**src/rtl/ifu_fetch_pkg.sv**
```systemverilog
// Shared types and constants for the instruction fetch unit.
package ifu_fetch_pkg;

    typedef logic [31:0] inst_addr_t;
    typedef logic [31:0] inst_t;

    localparam inst_t      INST_NOP         = 32'h0000_0013;
    localparam inst_addr_t DEFAULT_RESET_PC = 32'h0000_0000;

    typedef enum logic [1:0] {
        ST_IDLE,
        ST_RUN,
        ST_FLUSH
    } fetch_state_e;

    typedef struct packed {
        inst_addr_t pc;
        inst_t      inst;
    } fetch_entry_t;

    function automatic inst_addr_t align_word(input inst_addr_t addr);
        return addr & ~32'h0000_0003;
    endfunction

endpackage

```
**src/rtl/ifu_fifo.sv**
```systemverilog
// Prefetch buffer holding {pc, inst} pairs; clear wins over push and pop.
module ifu_fifo
    import ifu_fetch_pkg::*;
#(
    parameter int DEPTH = 2,
    localparam int AW = $clog2(DEPTH),
    localparam int CW = AW + 1
) (
    input  logic         clk,
    input  logic         rst_n,
    input  logic         push,
    input  logic         pop,
    input  logic         clear,
    input  fetch_entry_t wdata,
    output fetch_entry_t rdata,
    output logic         full,
    output logic         empty,
    output logic [CW-1:0] count
);

    fetch_entry_t  mem [DEPTH];
    logic [AW-1:0] wptr;
    logic [AW-1:0] rptr;
    logic          do_pop;

    assign do_pop = pop && !empty;
    assign full   = (count == CW'(DEPTH));
    assign empty  = (count == '0);
    assign rdata  = mem[rptr];

    always_ff @(posedge clk or negedge rst_n) begin
        if (!rst_n) begin
            wptr  <= '0;
            rptr  <= '0;
            count <= '0;
        end else if (clear) begin
            wptr  <= '0;
            rptr  <= '0;
            count <= '0;
        end else begin
            if (push) wptr <= wptr + 1'b1;
            if (do_pop) rptr <= rptr + 1'b1;
            count <= count + CW'(push) - CW'(do_pop);
        end
    end

    // Storage needs no reset: entries are only read while count says they are live.
    always_ff @(posedge clk) begin
        if (push && !clear) mem[wptr] <= wdata;
    end

endmodule

```
**src/rtl/ifu_fetch.sv**
```systemverilog
// Instruction fetch unit: owns the fetch PC, issues credit-limited memory
// requests, buffers responses and presents {pc, inst, valid} to decode.
module ifu_fetch
    import ifu_fetch_pkg::*;
#(
    parameter int         FIFO_DEPTH = 2,
    parameter inst_addr_t RESET_PC   = DEFAULT_RESET_PC
) (
    input  logic        clk,
    input  logic        rst_n,
    input  logic        branch_i,
    input  logic [31:0] branch_pc_i,
    input  logic        stall_i,
    output logic        imem_req_o,
    output logic [31:0] imem_addr_o,
    input  logic        imem_gnt_i,
    input  logic        imem_rvalid_i,
    input  logic [31:0] imem_rdata_i,
    output logic        inst_valid_o,
    output logic [31:0] pc_o,
    output logic [31:0] inst_o
);

    localparam int              CW         = $clog2(FIFO_DEPTH) + 1;
    localparam logic [CW:0]     CREDIT_MAX = (CW + 1)'(FIFO_DEPTH);

    fetch_state_e  state;
    inst_addr_t    fetch_pc;
    inst_addr_t    resp_pc;
    logic [CW-1:0] outstanding;
    logic [CW-1:0] discard;
    logic [CW-1:0] discard_on_branch;
    logic [CW-1:0] fifo_count;
    logic [CW:0]   credit_used;
    logic          granted;
    logic          fifo_push;
    logic          fifo_pop;
    logic          fifo_full;
    logic          fifo_empty;
    fetch_entry_t  head;
    fetch_entry_t  resp_entry;

    // Handshakes: a request transfers when imem_req_o & imem_gnt_i, and req/addr
    // hold until then; an instruction transfers to decode when inst_valid_o & ~stall_i.
    assign credit_used = {1'b0, fifo_count} + {1'b0, outstanding};
    assign imem_req_o  = (state == ST_RUN) && (credit_used < CREDIT_MAX);
    assign imem_addr_o = fetch_pc;
    assign granted     = imem_req_o && imem_gnt_i;

    // Responses still owed after a redirect are exactly the stale ones.
    assign discard_on_branch = outstanding + CW'(granted) - CW'(imem_rvalid_i);

    assign fifo_push  = imem_rvalid_i && !branch_i && (discard == '0) && (!fifo_full || fifo_pop);
    assign fifo_pop   = inst_valid_o && !stall_i && !branch_i;
    assign resp_entry = '{pc: resp_pc, inst: imem_rdata_i};

    ifu_fifo #(
        .DEPTH (FIFO_DEPTH)
    ) u_fifo (
        .clk   (clk),
        .rst_n (rst_n),
        .push  (fifo_push),
        .pop   (fifo_pop),
        .clear (branch_i),
        .wdata (resp_entry),
        .rdata (head),
        .full  (fifo_full),
        .empty (fifo_empty),
        .count (fifo_count)
    );

    assign inst_valid_o = !fifo_empty;
    assign pc_o         = inst_valid_o ? head.pc : resp_pc;
    assign inst_o       = inst_valid_o ? head.inst : INST_NOP;

    // IDLE only lasts one cycle so the first request rises after reset release.
    always_ff @(posedge clk or negedge rst_n) begin
        if (!rst_n) begin
            state       <= ST_IDLE;
            fetch_pc    <= RESET_PC;
            resp_pc     <= RESET_PC;
            outstanding <= '0;
            discard     <= '0;
        end else begin
            outstanding <= outstanding + CW'(granted) - CW'(imem_rvalid_i);
            if (branch_i) begin
                fetch_pc <= align_word(branch_pc_i);
                resp_pc  <= align_word(branch_pc_i);
                discard  <= discard_on_branch;
                state    <= (discard_on_branch != '0) ? ST_FLUSH : ST_RUN;
            end else begin
                if (granted) fetch_pc <= fetch_pc + 32'd4;
                if (fifo_push) resp_pc <= resp_pc + 32'd4;
                case (state)
                    ST_IDLE: state <= ST_RUN;
                    ST_FLUSH: begin
                        if (imem_rvalid_i) begin
                            discard <= discard - 1'b1;
                            if (discard == CW'(1)) state <= ST_RUN;
                        end
                    end
                    default: ;
                endcase
            end
        end
    end

endmodule

```
**config.mk**
```make
export PLATFORM = sky130hd
export DESIGN_NAME = ifu_fetch
export DESIGN_NICKNAME = d
export VERILOG_FILES = /design/src/rtl/ifu_fetch_pkg.sv /design/src/rtl/ifu_fifo.sv /design/src/rtl/ifu_fetch.sv
export SDC_FILE = /design/constraint.sdc
export NUM_CORES = 1
export LEC_CHECK = 0
export CORE_MARGIN = 2
export CORE_UTILIZATION = 56
export CTS_CLUSTER_SIZE = 14
export DETAILED_ROUTE_END_ITERATION = 6
export GPL_ROUTABILITY_DRIVEN = 1
export PLACE_DENSITY = 0.85
export SKIP_LAST_GASP = 1
export SYNTH_ARGS = -nofsm -noshare
export SYNTH_HDL_FRONTEND = slang
export SYNTH_SLANG_ARGS = --single-unit
```
**constraint.sdc**
```tcl
create_clock -name clk -period 11.29 [get_ports clk]
set_input_delay 1.6935 -clock clk [delete_from_list [all_inputs] [get_ports clk]]
set_output_delay 1.6935 -clock clk [all_outputs]
set_load 0.005 [all_outputs]
```
==> results of run 1 <==
[cell usage after synthesis (all sizes together) (2+ instances only)]
cell	count	area [um2]
a31oi	5	31.3
and4	2	17.5
or4	6	48.8
or3	7	43.8
edfxtp	124	3720
xor2	22	193
inv	15	56.3
o21ai	64	320
dfrtp	70	1750
nor4	5	52.6
o311ai	15	131
o31ai	2	15.0
nor3	7	45.0
ha	8	100
mux2	5	56.3
or2	3	18.8
buf	10	62.6
nand3	34	170
xnor2	14	123
nand2	98	368
and3	9	56.3
o211ai	15	113
nor2b	2	12.5
clkbuf	28	105
a21oi	6	30.0
nand4	25	156
and2	7	43.8
nor2	44	165
mux2i	63	631
[final cells by class]
class                      count  share of cell area [%]
timing repair buffer         167                    14.9
clock buffer                  20                    3.95
sequential                   194                    49.5
multi-input combinational    482                    27.8
inverter                      15                   0.509
clock inverter                12                   0.972
tap                          211                    2.39
[path summary, 6_finish.rpt]
path / end
worst max-delay path: u_fifo.mem[1][0]
min in group asynchronous: discard[0]
worst max register to register: u_fifo.mem[1][0]
worst min register to register: state[0]
max in group asynchronous: u_fifo.rptr
worst min-delay path: state[0]
[stage by stage]
stage / instances / total power, mW / hold slack (ns) / cell area, um2 / setup slack, ns
6_report: 1101 / 2.02 / 0.556 / 11100 / 6.71
5_1_grt: 1101 / 2.11 / 0.580 / 11100 / 6.61
4_1_cts: 1101 / 2.03 / 0.554 / 11100 / 6.72
3_5_place_dp: 1069 / 1.47 / 0.529 / 10500 / 6.28
3_3_place_gp: 1069 / 1.44 / 0.512 / 10500 / 6.38
2_1_floorplan: 729 / 1.18 / 0.440 / 8760 / 5.58
[per-layer routing]
layer / vias to the layer above / track usage [%]
met4: 0 / 8.76
met3: 48 / 6.07
li1: 2968 / -
met2: 381 / 42.5
met1: 3138 / 32.8
met5: - / 0
[worst max-delay path: cells and delay by family]
kind / cells / cell delay (ns)
AND/OR/NAND/NOR: 3 / 1.40
buffers and inverters: 3 / 1.51
[power groups by stage]
stage	Sequential [mW]	Clock [mW]	Combinational, mW
5_1_grt	0.946	0.591	0.574
4_1_cts	0.934	0.565	0.528
3_5_place_dp	0.946	0	0.522
3_3_place_gp	0.939	0	0.503
6_report	0.935	0.559	0.524
2_1_floorplan	0.903	0	0.277
[cell families after synthesis]
| logic type | count (synthesis) |
|---|---|
| adder cells (fa/ha/maj) | 9 |
| multiplexers | 68 |
| flip-flops | 194 |
| XOR/XNOR | 36 |
| other | 1 |
| AO/OA/AOI/OAI | 111 |
| AND/OR/NAND/NOR | 254 |
| buffers and inverters | 53 |
[registers in the layout (all words and copies together), names as in the netlist]
signal,count
state,2
u_fifo.wptr,1
outstanding,2
u_fifo.mem,124
discard,2
resp_pc,30
u_fifo.count,2
u_fifo.rptr,1
imem_addr_o,30
==> flow_summary_export.csv, run 1 <==
group,metric,value,unit
placed_design,place.gp.congestion,0.938,
floorplanning,dieWidth,129,um
power,p_int,1.43,mW
setup_path,crit_chain,"clkdlybuf4s50_1, and3b_1, or3_1, inv_2, and2_2, buf_4",
power,power.share.combinational,26.0,%
power,switchingPower,0.591,mW
global_route,grt_pass1_wl,32600,um
timing,tightest_slew,1.13,ns
timing,rsz0062_at_grt,"false",
setup_path,path_class,"input pin to flip-flop",
floorplanning,rows,45,
cells_and_area,layout_commonest_cell,"clkdlybuf4s50_1",
setup_path,reg2reg_depth,7,
cells_and_area,nFillCells,1035,
detailed_routing,viasPerCell,5.94,
floorplanning,die-area,16600,um2
cells_and_area,multi_input_area,3080,um2
placed_design,port_buffers,161,
power,p_clk_share,27.7,%
detailed_routing,drtIter0Drc,761,
synth,synth-simple-area-share,14.2,%
setup_path,r2r_slack,7.92,ns
setup_path,worstSetupEndpointType,"flip-flop",
synth,yosys_warnings,0,
cells_and_area,syn_to_final_growth,26.5,%
cells_and_area,seqCellArea,5480,um2
detailed_routing,wl_met2,10100,um
timing,maxSlewViolCount,0,
synth,synthAdderAreaFrac,1.37,%
setup_path,path_max_fanout,49,
cells_and_area,final_cell_mix,"clkdlybuf4s50_1, edfxtp_1, nand2_1, dfrtp_1, mux2i_1",
synth,synth_top_family_by_area,"simple AND/OR/NAND/NOR gates",
floorplanning,die_height,129,um
synth,synth.distinct_cells,49,
timing,hold_viol,0,
min_path,hold_depth,1,
floorplanning,start_util,57.3,%
cts,cts_hold_buf,0,
synth,synthXorXnorAreaFrac,3.60,%
synth,ys_seq_area_share,62.6,%
cts,cts_tree,"yes",
global_route,grt_max_degree,94,
run,maxCapViolations,0,
cts,cts_sinks,194,
power,cellPowerDensity,182,nW/um2
synth,syn_inst,726,
global_route,grt.overflow.total,0,
run_status,status,"completed",
global_route,track_usage,25.4,%
synth,post_synth.cell_area_avg,12.0,um2
cells_and_area,layout.nets,956,
cells_and_area,antenna_cells,0,
synth,ys.flop_type,"edfxtp_1",
cts,numCtsBuffers,17,
timing,setup_viol,0,
cts,clkLatencyLatePin,0.42,ns
power,ir_drop,0.130,mV
cts,clk_path_buf_depth,2,
cts,post_cts_resized,0,
cells_and_area,drive_above_1_share,6.40,%
detailed_routing,vias,6535,
detailed_routing,ant_nets,0,
setup_path,critical_path.startpoint,"stall_i",
global_route,grt_pass1_vias,6427,
min_path,hp-class,"flip-flop to flip-flop",
min_path,min_from,"state[0]",
synth,synthArstFlopShare,36.1,%
timing,fmax,219,MHz
detailed_routing,avgRoutedWirePerCell,19.0,um
power,seqPwrFrac,46.3,%
detailed_routing,dr_wl_met3,1950,um
setup_path,worst_ep_required_time,11.34,ns
setup_path,slowest_delay,0.69,ns
global_route,antenna_found_initial,0,
synth,synth-compound-area-share,7.74,%
timing,fin_crit_sh,40.5,%
detailed_routing,route.layer.met1.wl,8350,um
synth,ys_ff_latch,194,
power,p_leak,3.89,nW
setup_path,cp_data_arrival_time,4.63,ns
setup_path,cp_slowest_cell,"or3_1",
cts,cts_max_level,4,
synth,synthMuxAreaShare,7.85,%
cts,cts_setup_buffers,0,
timing,fin_skew,0.00786,ns
detailed_routing,drc,0,
cts,clk_root_buffer_cell,"clkbuf_16",
power,sw_frac_of_total,29.3,%
detailed_routing,first_pass_iters,5,
cts,path_clk_slew,0.06,ns
synth,synth_edf_count,124,
floorplanning,pin_count,168,
floorplanning,core,15300,um2
synth,synth_area,8750,um2
setup_path,worstReg2RegStart,"discard[0]",
cells_and_area,final_util,72.5,%
detailed_routing,drt_wl_total,20900,um
timing,period_minus_slack,4.58,ns
setup_path,start_kind,"input pin",
placed_design,place_hpwl,14000,um
detailed_routing,maxUsedRoutingLayer,"met4",
timing,setup_tns,0,ns
timing,slew_headroom,24.8,%
No activity file was read; power rests on OpenSTA's default activity.
==> run 2: changes to the inputs <==
- CORE_UTILIZATION: 56 -> 52
- PLACE_DENSITY: 0.85 -> 0.8
- clock period: 11.29 -> 4.7 ns (I/O delays scaled with it)
==> run 2 against run 1 <==
Worst setup slack lost 5.5 ns. Die area up 7.4%. Clock power grew 150%. Final cell count up 1.1%. Critical path type is now flip-flop to output pin. Critical endpoint is now pc_o[7]. Highest routed layer unchanged.
==> flow_summary_export.csv, run 2 (synthesis gave the netlist of run 1 again) <==
group,metric,value,unit
run_status,status,"completed",
detailed_routing,drc,0,
timing,setup_ws,1.25,ns
detailed_routing,drtIter0Drc,516,
global_route,antenna_found_initial,0,
cts,cts_sinks,194,
timing,period_minus_slack,3.45,ns
timing,hold_viol,0,
timing,slew_headroom,29.0,%
setup_path,path_class,"flip-flop to output pin",
detailed_routing,vias,6307,
cells_and_area,drive_above_1_share,6.94,%
cts,clk_path_buf_depth,2,
setup_path,path_max_fanout,54,
global_route,grt_pass1_wl,31200,um
power,ir_drop,0.250,mV
cells_and_area,layout_commonest_cell,"clkdlybuf4s50_1",
floorplanning,start_util,52.9,%
setup_path,worstSetupEndpointType,"output pin",
power,power.share.combinational,26.1,%
power,seqPwrFrac,45.7,%
setup_path,worstReg2RegStart,"u_fifo.count[0]",
cts,cts_setup_buffers,0,
placed_design,dp_slack,1.47,ns
setup_path,r2r_slack,1.44,ns
timing,setup_viol,0,
placed_design,placed_area,10600,um2
timing,maxSlewViolCount,0,
floorplanning,core,16500,um2
cells_and_area,seqCellArea,5480,um2
global_route,grt_max_degree,65,
global_route,grt.overflow.total,0,
setup_path,r2r-end,"state[0]",
cts,post_cts_resized,0,
power,switchingPower,1.43,mW
timing,fmax,290,MHz
placed_design,port_buffers,161,
cells_and_area,syn_to_final_growth,27.3,%
global_route,track_usage,22.5,%
cts,clkLatencyLatePin,0.43,ns
timing,fin_skew,0.00861,ns
run,maxCapViolations,0,
power,p_leak,3.93,nW
cts,numCtsBuffers,17,
timing,rsz0062_at_grt,"false",
timing,setup_tns,0,ns
power,cellPowerDensity,438,nW/um2
power,p_int,3.45,mW
cts,cts_max_level,4,
floorplanning,die_height,134,um
cts,clk_root_buffer_cell,"clkbuf_16",
detailed_routing,avgRoutedWirePerCell,17.5,um
timing,fin_crit_sh,73.3,%
setup_path,worst_ep_required_time,3.99,ns
setup_path,cp_data_arrival_time,2.74,ns
cells_and_area,post-route-cell-area,11100,um2
floorplanning,die-area,17900,um2
cells_and_area,antenna_cells,0,
cells_and_area,largest-register,"u_fifo.mem",
setup_path,start_kind,"flip-flop",
detailed_routing,drt_wl_total,19400,um
power,sw_frac_of_total,29.4,%
cells_and_area,layout.nets,959,
cts,path_clk_slew,0.07,ns
global_route,grt_pass1_vias,6063,
placed_design,place_hpwl,13100,um
cts,cts_tree,"yes",
floorplanning,pin_count,168,
power,p_clk_share,28.2,%
floorplanning,dieWidth,134,um
min_path,hp-class,"input pin to async pin",
placed_design,place.gp.congestion,0.852,
cells_and_area,largest_reg_flops,124,
cells_and_area,final_cell_mix,"clkdlybuf4s50_1, edfxtp_1, nand2_1, dfrtp_1, mux2i_1",
floorplanning,rows,47,
cells_and_area,final_util,67.4,%
setup_path,reg2reg_depth,12,
detailed_routing,ant_nets,0,
cts,cts_hold_buf,0,
detailed_routing,first_pass_iters,5,
cells_and_area,nFillCells,1208,
cells_and_area,multi_input_area,3080,um2
detailed_routing,viasPerCell,5.67,
timing,tightest_slew,1.06,ns
[run 2: changes by cell type in the layout (fill, tap and decap cells not counted)]
cell,previous run,this run
inv_6,4,3
clkinvlp_4,2,3
clkinvlp_2,2,1
buf_12,0,2
clkinv_4,1,3
clkbuf_1,3,1
buf_4,6,7
inv_8,0,1
[run 2: cell type report]
| cell class | instances | area share [%] |
|---|---|---|
| Multi-Input combinational cell | 482 | 27.6 |
| Inverter | 15 | 0.505 |
| Tap cell | 220 | 2.47 |
| Clock inverter | 14 | 1.17 |
| Timing Repair Buffer | 170 | 15.2 |
| Clock buffer | 18 | 3.85 |
| Sequential cell | 194 | 49.2 |
[run 2: worst max path at each step]
stage / from / to / slack [ns] / cells after the start
after global placement: stall_i / resp_pc[28] / 1.48 / 8
after floorplan: stall_i / u_fifo.mem[0][0] / 1.03 / 5
after detailed placement: u_fifo.count[0] / state[0] / 1.47 / 12
after global routing: u_fifo.count[1] / pc_o[3] / 1.01 / 5
final: u_fifo.count[1] / pc_o[7] / 1.25 / 5
after CTS: u_fifo.count[1] / pc_o[5] / 1.19 / 5
[run 2: layer usage]
metal  track usage (%)  share of wire (%)  vias to the layer above
met5                 0                  0                        -
met4              7.21                1.3                        0
met3              5.10                7.0                       22
met2              35.5                 47                      240
met1              31.2                 45                     3076
li1                  -                  -                     2969
[run 2: through the flow]
stage | hold WS, ns | total power, mW | cells
after detailed placement | 0.535 | 3.55 | 1081
after CTS | 0.284 | 4.91 | 1113
final | 0.276 | 4.88 | 1113
after global placement | 0.525 | 3.51 | 1081
after global routing | 0.306 | 5.11 | 1113
after floorplan | 0.409 | 2.83 | 729
[run 2: power groups by stage]
stage          registers (mW)  clock network [mW]  logic (mW)
3_5_place_dp             2.26                   0        1.29
5_1_grt                  2.26                1.46        1.40
3_3_place_gp             2.25                   0        1.26
4_1_cts                  2.23                1.39        1.29
6_report                 2.23                1.38        1.27
2_1_floorplan            2.17                   0       0.666
[run 2: worst max-delay path, stage by stage (launching register included)]
cell	delay, ns
dfrtp_1	0.46
nor2_4	0.84
buf_12	0.29
nand2_1	0.07
o21ai_0	0.09
clkdlybuf4s50_1	0.53
